<file path="src/rtl/fetch_pkg.sv">
// Shared types and constants for the instruction fetch stage.
package fetch_pkg;
    localparam int          IMEM_DEPTH_DEF = 64;
    localparam logic [31:0] RESET_PC_DEF   = 32'h0000_0000;
    localparam logic [31:0] NOP            = 32'h0000_0000;

    typedef enum logic {
        RUN   = 1'b0,
        FAULT = 1'b1
    } fetch_state_e;
endpackage

</file>
<file path="src/rtl/ifid_reg.sv">
// IF/ID pipeline register: squash wins over stall, stall holds, otherwise load.
module ifid_reg
    import fetch_pkg::*;
(
    input  logic        clk_i,
    input  logic        rst_ni,
    input  logic        stall_i,
    input  logic        squash_i,
    input  logic [31:0] instr_i,
    input  logic [31:0] pc_plus1_i,
    output logic [31:0] instr_o,
    output logic [31:0] pc_plus1_o,
    output logic        valid_o
);
    logic [31:0] instr_q, instr_d;
    logic [31:0] pc_plus1_q, pc_plus1_d;
    logic        valid_q, valid_d;

    always_comb begin
        instr_d    = instr_q;
        pc_plus1_d = pc_plus1_q;
        valid_d    = valid_q;
        if (squash_i) begin
            // PC+1 is left alone on a squash; it is meaningless while valid is low
            instr_d = NOP;
            valid_d = 1'b0;
        end else if (!stall_i) begin
            instr_d    = instr_i;
            pc_plus1_d = pc_plus1_i;
            valid_d    = 1'b1;
        end
    end

    always_ff @(posedge clk_i or negedge rst_ni) begin
        if (!rst_ni) begin
            instr_q    <= NOP;
            pc_plus1_q <= 32'h0;
            valid_q    <= 1'b0;
        end else begin
            instr_q    <= instr_d;
            pc_plus1_q <= pc_plus1_d;
            valid_q    <= valid_d;
        end
    end

    assign instr_o    = instr_q;
    assign pc_plus1_o = pc_plus1_q;
    assign valid_o    = valid_q;
endmodule

</file>
<file path="src/rtl/instruction_fetch.sv">
// Word-addressed fetch stage: PC register, RUN/FAULT FSM and IF/ID register.
// Optional out-of-range fetch trap enabled by defining FETCH_BOUNDS_CHECK_EN.
module instruction_fetch
    import fetch_pkg::*;
#(
    parameter logic [31:0] RESET_PC   = RESET_PC_DEF,
    parameter int          IMEM_DEPTH = IMEM_DEPTH_DEF
) (
    input  logic        Clk,
    input  logic        Rst_n,
    input  logic        Stall,
    input  logic        Flush,
    input  logic        BranchTaken,
    input  logic [31:0] BranchTarget,
    output logic [31:0] ReadAddress,
    input  logic [31:0] Instruction,
    output logic [31:0] IF_Instr,
    output logic [31:0] IF_PCPlus1,
    output logic        IF_Valid,
    output logic        FetchFault
);
    fetch_state_e state_q;
    logic [31:0]  pc_q, pc_d;
    logic         fault_q;
    logic [31:0]  pc_plus1;
    logic         squash;
    logic         fetch_live;
    logic         oob;
    logic         fault_hit;

    assign pc_plus1   = pc_q + 32'd1;
    assign squash     = Flush | BranchTaken;
    assign fetch_live = !Stall && !squash;
    assign oob        = (pc_q >= 32'(IMEM_DEPTH));

`ifdef FETCH_BOUNDS_CHECK_EN
    assign fault_hit = (state_q == RUN) && fetch_live && oob;
`else
    logic unused_oob;
    assign unused_oob = oob;
    assign fault_hit  = 1'b0;
`endif

    always_comb begin
        pc_d = pc_q;
        if (state_q == FAULT || fault_hit) pc_d = pc_q;
        else if (BranchTaken)              pc_d = BranchTarget;
        else if (!Stall)                   pc_d = pc_plus1;
    end

    always_ff @(posedge Clk or negedge Rst_n) begin
        if (!Rst_n) begin
            state_q <= RUN;
            fault_q <= 1'b0;
            pc_q    <= RESET_PC;
        end else begin
            pc_q <= pc_d;
            case (state_q)
                RUN: if (fault_hit) begin
                    state_q <= FAULT;
                    fault_q <= 1'b1;
                end
                FAULT: ; // only reset leaves FAULT
                default: state_q <= RUN;
            endcase
        end
    end

    // Faulting fetch and everything after it are kept out of the pipe
    ifid_reg u_ifid (
        .clk_i      (Clk),
        .rst_ni     (Rst_n),
        .stall_i    (Stall),
        .squash_i   (squash || fault_hit || state_q == FAULT),
        .instr_i    (Instruction),
        .pc_plus1_i (pc_plus1),
        .instr_o    (IF_Instr),
        .pc_plus1_o (IF_PCPlus1),
        .valid_o    (IF_Valid)
    );

    assign ReadAddress = pc_q;
    assign FetchFault  = fault_q;
endmodule

</file>
<file path="config.mk">
export PLATFORM = sky130hd
export DESIGN_NAME = instruction_fetch
export DESIGN_NICKNAME = d
export VERILOG_FILES = /design/src/rtl/fetch_pkg.sv /design/src/rtl/ifid_reg.sv /design/src/rtl/instruction_fetch.sv
export SDC_FILE = /design/constraint.sdc
export NUM_CORES = 1
export LEC_CHECK = 0
export ABC_AREA = 1
export CAP_MARGIN = 20
export CORE_MARGIN = 3
export CORE_UTILIZATION = 42
export CTS_CLUSTER_DIAMETER = 120
export DETAILED_ROUTE_END_ITERATION = 10
export MAX_ROUTING_LAYER = met4
export PLACE_DENSITY_LB_ADDON = 0.25
export SLEW_MARGIN = 30
export SYNTH_ARGS = -nofsm -noshare
export SYNTH_HDL_FRONTEND = slang
export SYNTH_HIERARCHICAL = 1
export SYNTH_SLANG_ARGS = --single-unit
</file>
<file path="constraint.sdc">
create_clock -name Clk -period 1.5 [get_ports Clk]
set_input_delay 0.375 -clock Clk [delete_from_list [all_inputs] [get_ports Clk]]
set_output_delay 0.375 -clock Clk [all_outputs]
set_load 0.02 [all_outputs]
</file>
==> parameters.txt, run 1 <==
Parameter                              Value

Run status
  Run status ... complete, but fails checks
  Violations in the final reports ... setup timing

Yosys
  Simple logic cell fraction of the synthesized area ... 0.338
  Synth Area in Adders ... 0.00243
  Net count after synthesis ... 750
  Post-synthesis cell type with the largest combined area ... sky130_fd_sc_hd__dfrtp_1
  Netlist area before placement ... 5140 um^2
  Share of the synthesized area in the top cell type ... 0.472
  Proportion of synthesized chip area in sequential cells ... 0.472
  Flip-flop and latch count after synthesis ... 97
  Top cells by area, synth ... sky130_fd_sc_hd__dfrtp_1 (47%), sky130_fd_sc_hd__nand2_1 (22%), sky130_fd_sc_hd__nand3_1 (5.4%)
  Mean area per synthesized cell ... 7.56 um^2
  Multiplexer share of the synthesized area ... 0
  Synthesis Warnings ... 6
  Combinational family with the most area after synthesis ... simple AND/OR/NAND/NOR gates
  Post-synthesis cell count ... 680
  Compound-gate portion of the synthesized area ... 0.0713
  Unique cell type count in the Yosys netlist ... 29
  Post-synthesis xor/xnor area fraction ... 0.0326

Floorplan
  Die area ... 13600 um^2
  Core area ... 11700 um^2
  Floorplan die height ... 117 um
  Starting utilization of the core area ... 0.439
  Number of cell rows ... 39
  Die W ... 117 um
  IO Count ... 167

Min path
  Worst Hold Depth ... 2
  Hold path start ... u_ifid/pc_plus1_o[21]$_DFFE_PN0P_
  Endpoint of the worst hold path ... u_ifid/pc_plus1_o[21]$_DFFE_PN0P_
  Min-delay worst type ... reg2reg

Drt
  Number of DRC violations after detailed routing ... 0
  Total iterations of the first detailed-routing run ... 4
  Number of vias in the routed layout ... 5091
  Number of nets with antenna violations after routing ... 0
  Final routed wire length divided by cell count ... 15.4 um
  Violation count after the first detailed-routing iteration ... 370
  Total wire length ... 15700 um
  Routed vias/inst ... 4.98

Power
  Sw frac ... 0.331
  Clock power share ... 0.302
  Leakage power ... 4.01 nW
  Switch Pwr ... 2.39 mW
  Register share of total power ... 0.432
  Internal power consumption ... 4.85 mW
  VDD IR-drop max ... 0.422 mV
  Proportion of power drawn by combinational gates ... 0.266
  Power density over the cells ... 954 nW/um^2

CTS
  Number of sinks handled by clock tree synthesis ... 97
  Buffers from clock root to sink, at most ... 2
  Clock transition time at the flip-flop clock pins of the worst setup and hold paths ... 0.07 ns
  Number of buffers added by the clock tree synthesis step ... 9
  Clock H-tree levels ... 3
  Worst-Skew Late Latency ... 0.34 ns
  CTS tree ... done
  Buffer type at the clock tree root ... sky130_fd_sc_hd__clkbuf_16

Timing
  Minimum period implied by the final worst setup slack ... 1.59 ns
  RSZ-0062 raised after global routing ... yes
  Post-route setup TNS ... -0.923 ns
  Post-route worst setup slack ... -0.0925 ns
  Max Slew Vio Count ... 0
  Period Utilization, post-route ... 1.06
  Highest achievable clock rate ... 0.628 GHz
  Final setup violation count ... 22
  Hold slack final ... 0.483 ns
  Maximum clock skew at final layout ... 0.00618 ns
  Count of endpoints failing hold in the final timing report ... 0

Setup path
  Kind of cell adding the most delay to the critical path ... simple AND/OR/NAND/NOR gates
  Cells along the critical path ... ha_4 > nand2_4 > nor2_4 > nand2_4 > buf_4 > buf_4 > xor2_1 > inv_1 > nand2_1 > nand3_1
  Max stage delay cell, worst path ... sky130_fd_sc_hd__dfrtp_2
  Worst endpoint required time ... 1.72 ns
  CP Class ... reg2reg
  Origin of the worst setup path ... ReadAddress[0]$_DFFE_PN0P_
  Crit path launch type ... flip-flop
  Instance count on the critical path ... 10
  Worst reg2reg setup slack ... -0.09 ns
  R2R Path Start ... ReadAddress[0]$_DFFE_PN0P_
  Maximum cell stage delay along the critical path ... 0.40 ns
  Combined buffer and inverter count along the critical path ... 3
  Capturing element type of the critical path ... flip-flop
  Endpoint of the lowest-slack register-to-register path ... ReadAddress[8]$_DFFE_PN0P_
  Highest net fanout along the worst path ... 3
  Length in cells of the worst reg-to-reg path ... 10
  CP arrival ... 1.82 ns

Layout
  Antenna Cells ... 0
  Syn-to-layout area delta ... 47.6%
  Fin nets ... 945
  Ratio of cells with drive above 1 in the final layout ... 0.176
  Number of filler instances in the final layout ... 1037

Global routing
  Maximum number of pins on one net before global-route repair ... 53
  Vias in the first global route ... 4991
  Congestion Overflow GR ... 0
  Met1 Usage GRT ... 0.327
  GR Util met3 ... 0.0368
  Antenna violations before repair ... 0
  Grt peak-use layer ... met2
  Global-route wire length before repair ... 24800 um
  Global-route total usage across every layer ... 0.240
  GR Layer Usage met2 ... 0.375

Placement
  Placed wire-length estimate after detailed placement ... 12100 um
  Routability cong. ... 0.948
  Buffers on Ports ... 165

Job
  Max capacitance violation total ... 0
worst reg2reg max path, stage by stage, from the launching register on:
cell and delay [ns]:
sky130_fd_sc_hd__dfrtp_2 0.40, sky130_fd_sc_hd__ha_4 0.16, sky130_fd_sc_hd__nand2_4 0.06, sky130_fd_sc_hd__nor2_4 0.16, sky130_fd_sc_hd__nand2_4 0.09, sky130_fd_sc_hd__buf_4 0.14
sky130_fd_sc_hd__buf_4 0.12, sky130_fd_sc_hd__xor2_1 0.12, sky130_fd_sc_hd__inv_1 0.09, sky130_fd_sc_hd__nand2_1 0.07, sky130_fd_sc_hd__nand3_1 0.07
state kept, by name (all words and copies together) (netlist names):
name / count
ReadAddress: 32
u_ifid/valid_o: 1
u_ifid/instr_o: 32
u_ifid/pc_plus1_o: 32
cells by family (layout without fill, tap and decap cells):
kind of cell    after synthesis  count (layout)
fa+ha+maj                     1               1
compound gates               64              64
flops                        97              97
buf+inv                      94             294
other cells                   1               1
simple gates                409             409
xor+xnor                     14              14
metal layers:
metal  vias to the layer above  share of wire
li1                       2489              -
met1                      2386           0.44
met2                       195           0.46
met3                        21          0.077
met4                         0          0.017
met5                         -              0
final cells by class:
| cell class | count | area (um^2) | area share |
|---|---|---|---|
| clock inverters | 7 | 55.1 | 0.00725 |
| flip-flops and latches | 97 | 2450 | 0.323 |
| multi-input cells | 489 | 2420 | 0.319 |
| well taps | 143 | 179 | 0.0236 |
| inverters | 64 | 240 | 0.0317 |
| clock buffers | 9 | 225 | 0.0297 |
| repair buffers | 214 | 2020 | 0.266 |
timing repair:
item	in CTS	in global routing
gates resized for setup	143	41
hold buffers	1	0
buffers inserted	1	6
setup endpoints to repair	120	104
endpoints found under the hold margin	20	0
pin swaps	5	30
cell usage in the layout (no fill, tap or decap), types with 7 or more instances in the layout:
| cell | n |
|---|---|
| sky130_fd_sc_hd__a22o_1 | 7 |
| sky130_fd_sc_hd__buf_12 | 9 |
| sky130_fd_sc_hd__buf_4 | 40 |
| sky130_fd_sc_hd__clkbuf_16 | 9 |
| sky130_fd_sc_hd__clkdlybuf4s15_1 | 13 |
| sky130_fd_sc_hd__clkdlybuf4s15_2 | 8 |
| sky130_fd_sc_hd__clkdlybuf4s50_1 | 65 |
| sky130_fd_sc_hd__dfrtp_1 | 80 |
| sky130_fd_sc_hd__dfrtp_2 | 17 |
| sky130_fd_sc_hd__dlygate4sd2_1 | 70 |
| sky130_fd_sc_hd__inv_1 | 63 |
| sky130_fd_sc_hd__nand2_1 | 278 |
| sky130_fd_sc_hd__nand2_2 | 22 |
| sky130_fd_sc_hd__nand3_1 | 53 |
| sky130_fd_sc_hd__nor2_1 | 28 |
| sky130_fd_sc_hd__nor2_2 | 8 |
| sky130_fd_sc_hd__nor2_4 | 10 |
| sky130_fd_sc_hd__o21ai_0 | 43 |
cell usage after synthesis:
master	instances
sky130_fd_sc_hd__nor2_4	9
sky130_fd_sc_hd__inv_1	63
sky130_fd_sc_hd__a22o_1	7
sky130_fd_sc_hd__nand2_4	1
sky130_fd_sc_hd__or2_2	1
sky130_fd_sc_hd__xor2_2	6
sky130_fd_sc_hd__xnor2_1	2
sky130_fd_sc_hd__nor2_8	2
sky130_fd_sc_hd__o21ai_1	6
sky130_fd_sc_hd__xor2_1	6
sky130_fd_sc_hd__dfrtp_1	97
sky130_fd_sc_hd__inv_2	1
sky130_fd_sc_hd__buf_6	6
sky130_fd_sc_hd__nand3_1	55
sky130_fd_sc_hd__ha_1	1
sky130_fd_sc_hd__and2_1	2
sky130_fd_sc_hd__nor2_2	3
sky130_fd_sc_hd__o211ai_1	4
sky130_fd_sc_hd__nand2_2	4
sky130_fd_sc_hd__clkbuf_1	7
sky130_fd_sc_hd__buf_2	14
sky130_fd_sc_hd__o21bai_1	1
sky130_fd_sc_hd__buf_4	3
sky130_fd_sc_hd__nand2_1	298
sky130_fd_sc_hd__a21oi_1	1
sky130_fd_sc_hd__nor2_1	34
sky130_fd_sc_hd__o21ai_0	43
sky130_fd_sc_hd__o221ai_1	2
sky130_fd_sc_hd__conb_1	1
power by group through the flow:
stage / Combinational (mW) / Sequential, mW / Clock (mW)
floorplan: 0.619 / 3.48 / 0
global placement: 2.03 / 3.17 / 0
detailed placement: 2.05 / 3.18 / 0
CTS: 1.89 / 3.13 / 2.23
global route: 2.10 / 3.17 / 2.35
finish: 1.92 / 3.13 / 2.19
metrics by stage:
| stage | total power, mW | std cells | setup slack, ns | utilization | area, um^2 |
|---|---|---|---|---|---|
| after floorplan | 4.10 | 680 | -0.00321 | - | 5270 |
| after global placement | 5.20 | 999 | -0.273 | 0.618 | 7240 |
| after detailed placement | 5.23 | 999 | -0.342 | 0.618 | 7240 |
| after CTS | 7.25 | 1017 | -0.0448 | 0.638 | 7470 |
| after global routing | 7.62 | 1023 | -0.186 | 0.648 | 7590 |
| final | 7.24 | 1023 | -0.0925 | 0.648 | 7590 |
how the worst max path moves through the flow:
stage	to
finish	ReadAddress[8]$_DFFE_PN0P_
detailed placement	u_ifid/instr_o[2]$_DFFE_PN0P_
global route	u_ifid/pc_plus1_o[20]$_DFFE_PN0P_
global placement	u_ifid/instr_o[25]$_DFFE_PN0P_
CTS	u_ifid/pc_plus1_o[24]$_DFFE_PN0P_
floorplan	u_ifid/pc_plus1_o[24]$_DFFE_PN0P_
Power figures use the tool's default switching activity.
==> run 2: changes to the inputs <==
--- a/config.mk
+++ b/config.mk
@@ -16,5 +16,4 @@
 export SLEW_MARGIN = 30
 export SYNTH_ARGS = -nofsm -noshare
 export SYNTH_HDL_FRONTEND = slang
-export SYNTH_HIERARCHICAL = 1
 export SYNTH_SLANG_ARGS = --single-unit
==> parameters.txt, run 2 <==
Parameter                              Value

Floorplan
  Floorplan die height ... 115 um (-1.7%)
  Die W ... 115 um (-1.7%)
  IO Count ... 167 (unchanged)
  Number of cell rows ... 39 (unchanged)
  Core area ... 11500 um^2 (-2.1%)
  Starting utilization of the core area ... 0.432 (-0.00659)
  Die area ... 13100 um^2 (-3.4%)

Setup path
  Worst endpoint required time ... 1.78 ns (+0.06 ns)
  Capturing element type of the critical path ... flip-flop
  Combined buffer and inverter count along the critical path ... 1 (-2)
  Worst reg2reg setup slack ... -0.09 ns (about the same)
  Cells along the critical path ... ha_4 > nand2_4 > nor2_4 > nand2_2 > nor2_4 > buf_4 > xor2_2 > nand2_1 > nand2_1
  CP Class ... reg2reg
  Maximum cell stage delay along the critical path ... 0.42 ns (+0.02 ns)
  Crit path launch type ... flip-flop
  Highest net fanout along the worst path ... 5 (+2)
  CP arrival ... 1.87 ns (+0.05 ns)
  Max stage delay cell, worst path ... sky130_fd_sc_hd__dfrtp_2
  Kind of cell adding the most delay to the critical path ... simple AND/OR/NAND/NOR gates

Placement
  Buffers on Ports ... 165 (unchanged)
  Placed wire-length estimate after detailed placement ... 10900 um (-9.9%)
  Placed Instance Area ... 7020 um^2 (-3.0%)
  Routability cong. ... 0.936 (-1.3%)
  Number of cells in the design after placement ... 958 (-4.1%)

Yosys
  Most used flip-flop cell after synthesis ... sky130_fd_sc_hd__dfrtp_1
  Count leader, synth ... sky130_fd_sc_hd__nand2_1
  Post-synthesis cell count ... 641 (-5.7%)
  Mean area per synthesized cell ... 7.74 um^2 (+2.3%)
  Share of the synthesized area in the top cell type ... 0.490 (+0.0174)
  Number of enable-type register cells in the synthesized netlist ... 0 (unchanged)
  Proportion of register bits with asynchronous set or reset after synthesis ... 1.00 (unchanged)
  Post-synthesis cell type with the largest combined area ... sky130_fd_sc_hd__dfrtp_1
  Unique cell type count in the Yosys netlist ... 26 (-10%)
  Flip-flop and latch count after synthesis ... 97 (unchanged)
  Net count after synthesis ... 711 (-5.2%)
  Top cells by area, synth ... sky130_fd_sc_hd__dfrtp_1 (49%), sky130_fd_sc_hd__nand2_1 (22%), sky130_fd_sc_hd__nand3_1 (5.9%)
  Proportion of synthesized chip area in sequential cells ... 0.490 (+0.0174)
  Top cell types by occurrence after synthesis ... sky130_fd_sc_hd__nand2_1 (289), sky130_fd_sc_hd__dfrtp_1 (97), sky130_fd_sc_hd__nand3_1 (58)
  Netlist area before placement ... 4960 um^2 (-3.6%)
  Synthesis Warnings ... 0 (-6)

Drt
  Routed vias/inst ... 4.97 (-0.12%)
  Total wire length ... 14900 um (-5.2%)
  Final routed wire length divided by cell count ... 15.1 um (-1.7%)
  Total iterations of the first detailed-routing run ... 5 (+1)
  Number of nets with antenna violations after routing ... 0 (unchanged)
  Number of DRC violations after detailed routing ... 0 (unchanged)
  Number of vias in the routed layout ... 4906 (-3.6%)
  Violation count after the first detailed-routing iteration ... 306 (-17%)

Power
  Total design power ... 7.63 mW (+5.4%)
  Power density over the cells ... 1020 nW/um^2 (+6.7%)
  Leakage power ... 3.95 nW (-1.4%)
  VDD IR-drop max ... 0.648 mV (+54%)

Global routing
  GR Layer Usage met2 ... 0.395 (+0.0201)
  Antenna violations before repair ... 0 (unchanged)
  GR Util met3 ... 0.0534 (+0.0166)
  Global-route total usage across every layer ... 0.235 (-0.00502)
  Congestion Overflow GR ... 0 (unchanged)
  Vias in the first global route ... 5126 (+2.7%)
  Global-route wire length before repair ... 24000 um (-3.4%)
  Maximum number of pins on one net before global-route repair ... 43 (-19%)
  Met1 Usage GRT ... 0.276 (-0.0514)
  Grt peak-use layer ... met2

Run status
  Run status ... complete, but fails checks
  Violations in the final reports ... setup timing

Layout
  Ratio of cells with drive above 1 in the final layout ... 0.178 (+0.00159)
  Fin nets ... 909 (-3.8%)
  Syn-to-layout area delta ... 51.2%
  Leading cell type in the layout, fill and taps excluded ... sky130_fd_sc_hd__nand2_1
  Area occupied by registers ... 2440 um^2 (-0.20%)
  Post-route cell area ... 7500 um^2 (-1.2%)
  Post-layout instance count excluding filler cells ... 987 (-3.5%)
  Number of filler instances in the final layout ... 969 (-6.6%)
  Final core utilization ... 0.654 (+0.00593)
  Antenna Cells ... 0 (unchanged)
  Area of the multi-input gates ... 2330 um^2 (-3.5%)
  Top library cells by usage in the layout, fill and taps aside ... sky130_fd_sc_hd__nand2_1 (276), sky130_fd_sc_hd__dfrtp_1 (84), sky130_fd_sc_hd__dlygate4sd2_1 (69)

CTS
  CTS tree ... done
  Clock transition time at the flip-flop clock pins of the worst setup and hold paths ... 0.07 ns (about the same)
  Number of sinks handled by clock tree synthesis ... 97 (unchanged)
  Buffers from clock root to sink, at most ... 2 (unchanged)
  Clock H-tree levels ... 3 (unchanged)
  Number of buffers added by the clock tree synthesis step ... 9 (unchanged)
  Worst-Skew Late Latency ... 0.34 ns (about the same)
  Buffer type at the clock tree root ... sky130_fd_sc_hd__clkbuf_16

Timing
  Maximum clock skew at final layout ... 0.00852 ns (+0.00233 ns)
  Minimum period implied by the final worst setup slack ... 1.59 ns (-0.00136 ns)
  RSZ-0062 raised after global routing ... yes
  Period Utilization, post-route ... 1.06 (about the same)
  Highest achievable clock rate ... 0.628 GHz (about the same)
  Count of endpoints failing hold in the final timing report ... 0 (unchanged)
  Post-route worst setup slack ... -0.0911 ns (+0.00136 ns)
  Max Slew Vio Count ... 0 (unchanged)
  Final setup violation count ... 15 (-32%)

Job
  Max capacitance violation total ... 0 (unchanged)

Min path
  Min-delay worst type ... in2async
## run 2: cells by family (layout without fill, tap and decap cells)
group           after synthesis  count (layout)  synth area share
xor+xnor                     15              15            0.0310
buf+inv                      83             286            0.0714
simple gates                400             400             0.347
fa+ha+maj                     1               1           0.00252
compound gates               44              44            0.0575
other cells                   1               1          0.000756
flops                        97              97             0.490
## run 2: metal layers
layer	part of all wire	wire length, um	vias to the layer above
met1	0.40	6020	2321
met4	0.018	267	0
met2	0.50	7470	199
met3	0.078	1170	20
li1	-	-	2366
met5	0	0	-
## run 2: final cells by class
cell class / count / area share
sequential: 97 / 0.326
tap: 143 / 0.0239
timing repair buffer: 213 / 0.264
clock buffer: 11 / 0.0324
multi-input combinational: 461 / 0.311
inverter: 57 / 0.0289
clock inverter: 5 / 0.0137
## run 2: what timing repair did
action,in CTS,in global routing
setup buffers,2,10
endpoints found under the hold margin,19,0
hold buffers,1,0
endpoints found under the setup margin,120,70
gates resized for setup,138,55
gates cloned,0,0
pin swaps,2,25
## run 2: path summary, 6_finish.rpt
path,from,endpoint,cells after the start
min in group Clk,u_ifid.pc_plus1_o[9]$_DFFE_PN0P_,u_ifid.pc_plus1_o[9]$_DFFE_PN0P_,2
max reg2reg,ReadAddress[0]$_DFFE_PN0P_,u_ifid.pc_plus1_o[14]$_DFFE_PN0P_,9
max in group asynchronous,Rst_n,ReadAddress[2]$_DFFE_PN0P_,3
min reg2reg,u_ifid.pc_plus1_o[9]$_DFFE_PN0P_,u_ifid.pc_plus1_o[9]$_DFFE_PN0P_,2
min,Rst_n,ReadAddress[8]$_DFFE_PN0P_,2
max,ReadAddress[0]$_DFFE_PN0P_,u_ifid.pc_plus1_o[14]$_DFFE_PN0P_,9
## run 2: through the flow
step / hold slack [ns] / TNS [ns] / setup slack (ns)
3_5_place_dp: 0.290 / -27.53 / -0.370
3_3_place_gp: 0.289 / -23.47 / -0.317
5_1_grt: 0.500 / -3.63 / -0.174
2_1_floorplan: 0.0794 / 0 / 0.0256
4_1_cts: 0.473 / -0.0364 / -0.0115
6_report: 0.474 / -0.456 / -0.0911
## run 2: report_power, final
part / internal, mW / switching (mW)
clock: 1.67 / 0.996
combinational: 0.779 / 1.04
sequential: 2.90 / 0.250
total: 5.35 / 2.28
==> run 3: changes to the inputs <==
--- a/config.mk
+++ b/config.mk
@@ -12,7 +12,7 @@
 export CTS_CLUSTER_DIAMETER = 120
 export DETAILED_ROUTE_END_ITERATION = 10
 export MAX_ROUTING_LAYER = met4
-export PLACE_DENSITY_LB_ADDON = 0.25
+export PLACE_DENSITY = 0.75
 export SLEW_MARGIN = 30
 export SYNTH_ARGS = -nofsm -noshare
 export SYNTH_HDL_FRONTEND = slang
==> parameters.txt, run 3 (synthesized netlist as in run 2, its figures left out) <==
Parameter                              Value

Drt
  Violation count after the first detailed-routing iteration ... 336 (+9.8%)
  Routed vias/inst ... 4.95 (-0.32%)
  Total iterations of the first detailed-routing run ... 5 (unchanged)
  Number of DRC violations after detailed routing ... 0 (unchanged)
  Number of nets with antenna violations after routing ... 0 (unchanged)
  Final routed wire length divided by cell count ... 14.9 um (-1.6%)
  Total wire length ... 14700 um (-1.3%)
  Number of vias in the routed layout ... 4905 (-0.020%)

Power
  Register share of total power ... 0.417 (+0.005)
  VDD IR-drop max ... 0.543 mV (-16%)
  Clock power share ... 0.341 (-0.009)
  Sw frac ... 0.298 (-0.000931)
  Leakage power ... 3.96 nW (+0.13%)
  Switch Pwr ... 2.24 mW (-1.9%)
  Power density over the cells ... 1010 nW/um^2 (-1.2%)
  Internal power consumption ... 5.27 mW (-1.4%)
  Proportion of power drawn by combinational gates ... 0.241 (+0.003)

Floorplan
  Core area ... 11500 um^2 (unchanged)
  Die area ... 13100 um^2 (unchanged)
  Die W ... 115 um (unchanged)
  Number of cell rows ... 39 (unchanged)
  Starting utilization of the core area ... 0.432 (unchanged)
  Floorplan die height ... 115 um (unchanged)
  IO Count ... 167 (unchanged)

Timing
  Count of endpoints failing hold in the final timing report ... 0 (unchanged)
  RSZ-0062 raised after global routing ... yes
  Period Utilization, post-route ... 1.06 (-0.00382)
  Highest achievable clock rate ... 0.631 GHz (+0.36%)
  Final setup violation count ... 14 (-1)
  Minimum period implied by the final worst setup slack ... 1.59 ns (-0.00573 ns)
  Maximum clock skew at final layout ... 0.00569 ns (-0.00283 ns)
  Post-route worst setup slack ... -0.0854 ns (+0.00573 ns)
  Post-route setup TNS ... -0.733 ns (-0.277 ns)
  Measured slew at the worst slew-check pin ... 0.515 ns
  Hold slack final ... 0.0916 ns (-0.382 ns)
  Max Slew Vio Count ... 0 (unchanged)
  Slew headroom ... 0.657

CTS
  Clock H-tree levels ... 3 (unchanged)
  Buffers from clock root to sink, at most ... 2 (unchanged)
  Number of sinks handled by clock tree synthesis ... 97 (unchanged)
  Clock transition time at the flip-flop clock pins of the worst setup and hold paths ... 0.07 ns (about the same)
  Buffer type at the clock tree root ... sky130_fd_sc_hd__clkbuf_16
  CTS tree ... done
  Worst-Skew Late Latency ... 0.34 ns (about the same)
  Number of buffers added by the clock tree synthesis step ... 9 (unchanged)

Setup path
  CP Class ... reg2reg
  Combined buffer and inverter count along the critical path ... 1 (unchanged)
  Capturing element type of the critical path ... flip-flop
  Kind of cell adding the most delay to the critical path ... simple AND/OR/NAND/NOR gates
  CP arrival ... 1.87 ns (about the same)
  Highest net fanout along the worst path ... 5 (unchanged)
  Endpoint of the lowest-slack register-to-register path ... ReadAddress[10]$_DFFE_PN0P_
  Cells along the critical path ... ha_4 > nand2_4 > nor2_4 > nand2_4 > nor2_4 > buf_6 > xor2_2 > nand2_1 > nand2_1
  Length in cells of the worst reg-to-reg path ... 9 (unchanged)
  Max stage delay cell, worst path ... sky130_fd_sc_hd__dfrtp_2
  Worst endpoint required time ... 1.78 ns (about the same)
  Worst reg2reg setup slack ... -0.09 ns (about the same)
  R2R Path Start ... ReadAddress[1]$_DFFE_PN0P_
  Maximum cell stage delay along the critical path ... 0.42 ns (about the same)
  Crit path launch type ... flip-flop

Layout
  Ratio of cells with drive above 1 in the final layout ... 0.178 (+0.000551)
  Fin nets ... 912 (+0.33%)
  Syn-to-layout area delta ... 50.7%
  Antenna Cells ... 0 (unchanged)
  Leading cell type in the layout, fill and taps excluded ... sky130_fd_sc_hd__nand2_1
  Top library cells by usage in the layout, fill and taps aside ... sky130_fd_sc_hd__nand2_1 (271), sky130_fd_sc_hd__dfrtp_1 (85), sky130_fd_sc_hd__dlygate4sd2_1 (74)

Run status
  Run status ... complete, but fails checks
  Violations in the final reports ... setup timing

Placement
  Routability cong. ... 0.958 (+2.4%)
  Setup WS pre-CTS ... -0.370 ns (+0.000274 ns)
  Buffers on Ports ... 165 (unchanged)
  Placed wire-length estimate after detailed placement ... 10700 um (-2.0%)

Global routing
  Antenna violations before repair ... 0 (unchanged)
  Global-route wire length before repair ... 24400 um (+1.6%)
  Global-route total usage across every layer ... 0.239 (+0.00401)
  Congestion Overflow GR ... 0 (unchanged)
  Vias in the first global route ... 5063 (-1.2%)
  Maximum number of pins on one net before global-route repair ... 98 (+130%)

Min path
  Min-delay worst type ... in2async

Job
  Max capacitance violation total ... 0 (unchanged)
-- run 3: layer usage --
layer	GRT usage	wire, um
met5	-	0
met4	0.0792	282
met3	0.0492	1140
met2	0.387	7210
met1	0.299	6090
-- run 3: repair_timing --
| action | 4_1_cts | 5_1_grt |
|---|---|---|
| setup endpoints to repair | 116 | 70 |
| buffers inserted | 7 | 11 |
| hold buffers | 0 | 0 |
| pin swaps | 10 | 21 |
| resized for setup | 130 | 58 |
| gates cloned | 0 | 0 |
-- run 3: layout make-up --
class                           count  area (um^2)
Fill cell                         954         4000
Tap cell                          143          179
Inverter                           57          216
Timing Repair Buffer              216         1970
Clock inverter                      2         60.1
Multi-Input combinational cell    461         2330
Sequential cell                    97         2440
Clock buffer                       14          274
-- run 3: per-stage QoR --
stage / total power [mW] / std cells / utilization / cell area, um^2
2_1_floorplan: 4.04 / 641 / - / 4970
3_3_place_gp: 5.07 / 956 / 0.609 / 6980
3_5_place_dp: 5.12 / 956 / 0.609 / 6980
4_1_cts: 7.50 / 979 / 0.636 / 7300
5_1_grt: 7.85 / 990 / 0.652 / 7470
6_report: 7.52 / 990 / 0.652 / 7470
-- run 3: power groups by stage --
stage               Sequential, mW  Clock (mW)  Combinational [mW]
CTS                           3.13        2.59                1.78
global placement              3.17           0                1.90
floorplan                     3.49           0               0.550
detailed placement            3.18           0                1.94
global route                  3.18        2.68                1.99
finish                        3.14        2.57                1.81
-- run 3: worst max path at each step --
stage / to / startpoint / slack (ns) / depth (start not counted)
floorplan: ReadAddress[30]$_DFFE_PN0P_ / ReadAddress[0]$_DFFE_PN0P_ / 0.03 / 10
global placement: ReadAddress[27]$_DFFE_PN0P_ / Stall / -0.29 / 8
detailed placement: ReadAddress[19]$_DFFE_PN0P_ / Stall / -0.37 / 8
CTS: u_ifid.pc_plus1_o[18]$_DFFE_PN0P_ / ReadAddress[0]$_DFFE_PN0P_ / -0.02 / 10
global route: u_ifid.pc_plus1_o[26]$_DFFE_PN0P_ / ReadAddress[1]$_DFFE_PN0P_ / -0.18 / 10
finish: ReadAddress[10]$_DFFE_PN0P_ / ReadAddress[1]$_DFFE_PN0P_ / -0.09 / 9
-- run 3: worst register-to-register path: cells and delay by family, from the launching register on --
family,cells,cell delay (ns)
adder cells (fa/ha/maj),1,0.16
buffers and inverters,1,0.14
flip-flops,1,0.42
XOR/XNOR,1,0.15
AND/OR/NAND/NOR,6,0.66
